==> src/rtl/fetch_unit.sv <==
// rtl/fetch_unit.sv - program-counter fetch sequencer between word RAM and decoder
// Reads one word per FETCH, holds it under valid/ready, handles jump redirects and bad-target halt.
module fetch_unit #(
    parameter int address_bus_width = 16,
    parameter int bus_width         = 16,
    parameter int memory_size       = 12
) (
    input  logic                         clk,
    input  logic                         rst_n,
    input  logic                         run,
    input  logic [bus_width-1:0]         bus,
    output logic [address_bus_width-1:0] address,
    output logic                         rd,
    output logic [bus_width-1:0]         instr,
    output logic [address_bus_width-1:0] instr_addr,
    output logic                         instr_valid,
    input  logic                         instr_ready,
    input  logic                         jump_valid,
    input  logic [address_bus_width-1:0] jump_addr,
    output logic                         fault,
    output logic [15:0]                  fetch_count
);

    typedef enum logic [1:0] {IDLE, FETCH, HOLD, HALT} state_t;

    localparam logic [address_bus_width-1:0] LAST_ADDR = address_bus_width'(memory_size - 1);

    state_t                         state_q, state_d;
    logic [address_bus_width-1:0]   pc_q, pc_d;
    logic [bus_width-1:0]           instr_q, instr_d;
    logic [address_bus_width-1:0]   instr_addr_q, instr_addr_d;
    logic                           instr_valid_q, instr_valid_d;
    logic                           fault_q, fault_d;
    logic [15:0]                    fetch_count_q, fetch_count_d;
    logic                           rd_q, rd_d;
    logic [address_bus_width-1:0]   next_pc;

    assign next_pc = (pc_q == LAST_ADDR) ? '0 : pc_q + address_bus_width'(1);

    always_comb begin
        state_d       = state_q;
        pc_d          = pc_q;
        instr_d       = instr_q;
        instr_addr_d  = instr_addr_q;
        instr_valid_d = instr_valid_q;
        fault_d       = fault_q;
        fetch_count_d = fetch_count_q;

        case (state_q)
            IDLE: begin
                if (run) state_d = FETCH;
            end
            FETCH: begin
                instr_d       = bus;
                instr_addr_d  = pc_q;
                instr_valid_d = 1'b1;
                pc_d          = next_pc;
                state_d       = HOLD;
            end
            HOLD: begin
                if (instr_ready) begin
                    instr_valid_d = 1'b0;
                    if (fetch_count_q != 16'hFFFF) fetch_count_d = fetch_count_q + 16'd1;
                    state_d = run ? FETCH : IDLE;
                end
            end
            default: ;
        endcase

        // A redirect wins over both the capture and the handshake on the same edge.
        if (jump_valid && state_q != HALT) begin
            instr_d       = instr_q;
            instr_addr_d  = instr_addr_q;
            instr_valid_d = 1'b0;
            fetch_count_d = fetch_count_q;
            if (jump_addr <= LAST_ADDR) begin
                pc_d    = jump_addr;
                state_d = run ? FETCH : IDLE;
            end else begin
                pc_d    = pc_q;
                fault_d = 1'b1;
                state_d = HALT;
            end
        end

        rd_d = (state_d == FETCH);
    end

    always_ff @(posedge clk or negedge rst_n) begin
        if (!rst_n) begin
            state_q       <= IDLE;
            pc_q          <= '0;
            instr_q       <= '0;
            instr_addr_q  <= '0;
            instr_valid_q <= 1'b0;
            fault_q       <= 1'b0;
            fetch_count_q <= '0;
            rd_q          <= 1'b0;
        end else begin
            state_q       <= state_d;
            pc_q          <= pc_d;
            instr_q       <= instr_d;
            instr_addr_q  <= instr_addr_d;
            instr_valid_q <= instr_valid_d;
            fault_q       <= fault_d;
            fetch_count_q <= fetch_count_d;
            rd_q          <= rd_d;
        end
    end

    assign address     = pc_q;
    assign rd          = rd_q;
    assign instr       = instr_q;
    assign instr_addr  = instr_addr_q;
    assign instr_valid = instr_valid_q;
    assign fault       = fault_q;
    assign fetch_count = fetch_count_q;

endmodule

==> config.mk <==
export PLATFORM = sky130hd
export DESIGN_NAME = fetch_unit
export DESIGN_NICKNAME = d
export VERILOG_FILES = /design/src/rtl/fetch_unit.sv
export SDC_FILE = /design/constraint.sdc
export NUM_CORES = 1
export LEC_CHECK = 0
export BUFFER_PORTS_ARGS = -buffer_cell sky130_fd_sc_hd__clkbuf_2
export CAP_MARGIN = 25
export CORE_MARGIN = 4
export CORE_UTILIZATION = 48
export CTS_CLUSTER_SIZE = 40
export DETAILED_ROUTE_END_ITERATION = 10
export GPL_TIMING_DRIVEN = 0
export PLACE_DENSITY = 0.76
export RECOVER_POWER = 50
export REMOVE_ABC_BUFFERS = 1
export SLEW_MARGIN = 5
export SYNTH_ARGS = -nofsm -noshare
export SYNTH_HDL_FRONTEND = slang
export SYNTH_SLANG_ARGS = --single-unit
==> constraint.sdc <==
create_clock -name clk -period 2.3 [get_ports clk]
set_input_delay 0.46 -clock clk [delete_from_list [all_inputs] [get_ports clk]]
set_output_delay 0.46 -clock clk [all_outputs]
set_load 0.01 [all_outputs]
Yosys cells after proc, flatten, opt, wreduce, memory -nomap -nowiden
Index checks and enable logic that the tools add are counted.
- bits in registers: 69
- output and inout bits: 67
- bits of input ports: 37
- logic and storage cells: 43
- reduce and logical (&&, ||, !) cells: 9
- bitwise logic cells: 2
- multiplexer cells: 13
- magnitude comparators: 1
- equality and inequality tests: 8
- $add $sub $neg: 2
- operators by type and width (cell ; count):
    $mux 16 ; 4
    $add 16x1->16 const B ; 2
    $eq 16x4->1 const B ; 1
    $le 16x4->1 const B ; 1
    $ne 16x16->1 const B ; 1
    $mux 2 ; 4
    $reduce_and 2->1 ; 4
    $pmux 2 s3 ; 1
    $eq 2x1->1 const B ; 2
    $reduce_and 4->1 ; 1
    $mux 1 ; 3
    $ne 3x3->1 const B ; 1
    $reduce_bool 3->1 ; 1
    $eq 2x2->1 const B ; 1
    $logic_not 2->1 ; 1
    $ne 2x1->1 const B ; 1
    $ne 2x2->1 const B ; 1
    $not 1->1 ; 2
    $pmux 1 s2 ; 1
    $reduce_bool 2->1 ; 1
    $logic_and 1x1->1 ; 1

Longest topological paths before layout
- depth after elaboration: 5
- gate-level depth with buffers: 7
- mapped depth without buffers: 6

Least setup slack after synthesis
No wires, ideal clock.
- path kind: input to register
- start point: input jump_addr[7]
- end point: register pc_q[12], in the netlist address[12]
- arrival: 1947 ps
- required time: 2170 ps
- cell stages on the path: 6
- slack: 223 ps
- buffers on the path: 1
- setup time: 130 ps
- cells stage by stage: or4_4 o41ai_4 o211ai_4 buf_6 o21ai_1 o31ai_1
- cells in the longest elaborated chain, start to end: 3
- ends and longest elaborated chain (element ; line ; source):
    start: declaration ; 19 ; input logic [address_bus_width-1:0] jump_addr,
    $le 16x4->1 ; 76 ; if (jump_addr <= LAST_ADDR) begin
    $ne 2x1->1 (no line) ; -- ;
    $reduce_and 2->1 (no line) ; -- ;
    end signal: assignment ; 101 ; pc_q <= pc_d;
    end: declaration ; 29 ; logic [address_bus_width-1:0] pc_q, pc_d;
No other way between the ends.
A chain may end at the register's enable or synchronous reset.

Worst setup path after layout
- start point: register pc_q[0], in the netlist address[0]
- end point: register pc_q[15], in the netlist address[15]
- cells in the longest elaborated chain, start to end: 4
- elaborated cells on any way between the ends: 5
- those cells by class: add/sub (1); eq/ne (1); mux (3)
- ends and longest elaborated chain (element ; line ; source):
    $add 16x1->16 / $eq 16x4->1 (equally long branches) ; 38 ; assign next_pc = (pc_q == LAST_ADDR) ? '0 : pc_q + address_bus_width'(1);
    $mux 16 * ; 38 ;
    $mux 16 * ; 49 ; case (state_q)
    $mux 16 * ; 71 ; if (jump_valid && state_q != HALT) begin
Every way passes the cells marked *; elsewhere a longest branch is shown, timed or not. The select of a mux whose other input is x is not followed.

==> metrics.txt <==
Post-route DRC 0; type of origin of the critical path flop; first-pass GRT wire length 12.5 mm; Crit path arrival time roughly 2500 ps; clk slew on worst S/H paths 70 ps; Mapped Cells approximately 300; status finished, violations left; most frequent cells in the layout 70 x clkbuf_2, 69 x dfrtp_1, 34 x clkbuf_1, 33 x mux2_2, 24 x nand2_1; final WL between 7 and 8 mm; Die Wd 90.3 um; routed len/inst 15.3 um; hold slack 343 ps; clock buffer depth 2; VDD IR-drop max 0.305 mV; post-CTS setup buffer count 0; Tightest Pin Transition 1810 ps; failing checks max-capacitance violations, max-slew violations; static leakage ~1.9 nW; clk sink count 69; slew margin rel. -20.8%; area of the mapped netlist about 3300 sq um; max_cap viols 1; GR Overflow Total 0; Post-DP Area 3840 sq um; Post-Route Utilization 62.6%; WHS Endpoint rd; initial DRC count around 150; synthesis warning total 0; Worst R2R Start address[0]; Clock Latency Late Sink 330 ps; layout cell share with drive strength beyond 1 31.5%; # port buffers roughly 100; clock root cell clkbuf_8; Layout area overhead 24.2%; number of flops mapped to enable cells by yosys 0; final setup skew 5.46 ps; asr flop ratio synth 100%; total CTS buffers 9; largest net degree at the start of global routing 37; CTS H-Tree Depth 3; initial antenna violation count 0; RePlAce Congestion roughly 0.85; power density over the cells 671 nW/um^2; Die Y 90.3 um; Via density roughly 5.6; number of routed nets with antenna violations 0; Worst Path Required 2570 ps; # rows 29; Yosys cell types 45; post-synthesis sequential area ratio 53.1%; worst hold start run; Worst Setup End Kind flop; Setup Viol. Count Final 0; unrepaired setup endpoints after global routing no; most common cell after layout, fill and taps aside clkbuf_2; Synth Area per Inst 10.8 sq um; #FFs+latches synth approximately 70; Crit Path Max Fanout 9; # IOs 104; Post-synth top flop dfrtp_1; vias in the first global route between 2000 and 3000; max-slew violations 34; ANT cells 0; FF-to-FF path depth 6; Crit Path Category flop to flop; First-pass DRT Iterations 4; Hold Crit Depth 3; core area 6460 sq um; Fmax 459 MHz; Initial Util 50.4%; die area 8160 sq um; Worst R2R End address[15]; Final Hold Fails 0; Tcrit/Tclk final 94.7%; CTS tree done; R2R Setup Slk between 100 and 150 ps; Final min period 2180 ps; Hold Path Class input port to flop; Total Routing Usage GR between 10% and 20%; post-detail-place hpwl 5.51 mm; Vias between 2000 and 3000; final instance area 4040 sq um; NumNets Final 443; Fill cells roughly 560
==> Yosys cell counts, types with 3 or more instances <==
cell type / instances / area share [%]
dfrtp_1: 69 / 53
o21ai_0: 11 / 1.7
nor2_1: 12 / 1.4
nand4_1: 6 / 1.2
mux2_2: 33 / 11
nor3b_1: 3 / 0.69
nand3_1: 17 / 2.6
inv_1: 13 / 1.5
nor3_1: 10 / 1.5
clkbuf_1: 10 / 1.2
nor4_1: 3 / 0.58
nand2_1: 24 / 2.8
xnor2_1: 9 / 2.4
and3_1: 9 / 1.7
or3_1: 5 / 0.96
o22ai_1: 4 / 0.77
o21ai_1: 8 / 1.2
a21oi_1: 18 / 2.8
or4_1: 3 / 0.69
==> logic make-up after synthesis <==
| family | synth area share [%] |
|---|---|
| AO/OA/AOI/OAI | 11.9 |
| XOR/XNOR | 2.96 |
| adder cells (fa/ha/maj) | 0.769 |
| buffers and inverters | 3.50 |
| flip-flops | 53.1 |
| multiplexers | 11.4 |
| AND/OR/NAND/NOR | 16.4 |
==> how the worst max path moves through the flow <==
stage                    start           to  slack (ps)  cells past startpoint
finish              address[0]  address[15]         120                      6
global route        address[0]  address[15]          10                      6
CTS                 address[0]  address[11]          80                      6
detailed placement  jump_valid  address[15]        -240                      6
global placement    jump_valid  address[11]        -940                      6
floorplan           jump_valid  address[11]         -30                      5
==> area by class of cell <==
class	count	area, sq um	area share [%]
Sequential cell	69	1730	42.7
Multi-Input combinational cell	206	1430	35.3
Timing Repair Buffer	105	505	12.5
Clock buffer	10	128	3.16
Clock inverter	6	111	2.75
Tap cell	77	96.3	2.38
Inverter	13	48.8	1.21
==> sequential cells by signal, indices dropped and copies added, names as in the netlist <==
name	cells
instr_valid	1
address	16
fetch_count	16
instr_addr	16
rd	1
fault	1
instr	16
state_q	2
==> routing by layer <==
| layer | vias to the layer above | GRT usage [%] | routed length [um] |
|---|---|---|---|
| li1 | 1300 | - | - |
| met1 | 1292 | 22.8 | 3150 |
| met2 | 103 | 30.7 | 3610 |
| met3 | 8 | 5.75 | 579 |
| met4 | 0 | 8.29 | 89 |
| met5 | - | 0 | 0 |
==> worst max-delay path, stage by stage (launching register included) <==
cell and delay (ps):
dfrtp_1 460, ha_1 310, nor4bb_1 150, and4_2 310, nand2b_1 250, or4_1 550, nand3_1 90
==> report_power, final <==
| group | leakage [nW] | switching (mW) | internal [mW] |
|---|---|---|---|
| registers | 0.891 | 0.0473 | 1.27 |
| clock network | 0.116 | 0.453 | 0.721 |
| logic | 0.901 | 0.120 | 0.103 |
| total | 1.91 | 0.620 | 2.09 |
==> stage by stage <==
step	TNS (ps)	instances	setup WS [ps]	total power, mW
2_1_floorplan	-77.4	288	-34.6	1.43
3_3_place_gp	-17320	468	-942	1.56
3_5_place_dp	-1120	470	-238	1.58
4_1_cts	0	486	76.7	2.76
5_1_grt	0	486	11.4	2.82
6_report	0	486	121	2.71
==> repair_timing <==
action                                  4_1_cts  5_1_grt
resized for setup                             1        2
endpoints found under the setup margin        1        9
hold buffers                                  0        0
No activity file was read; power rests on OpenSTA's default activity.
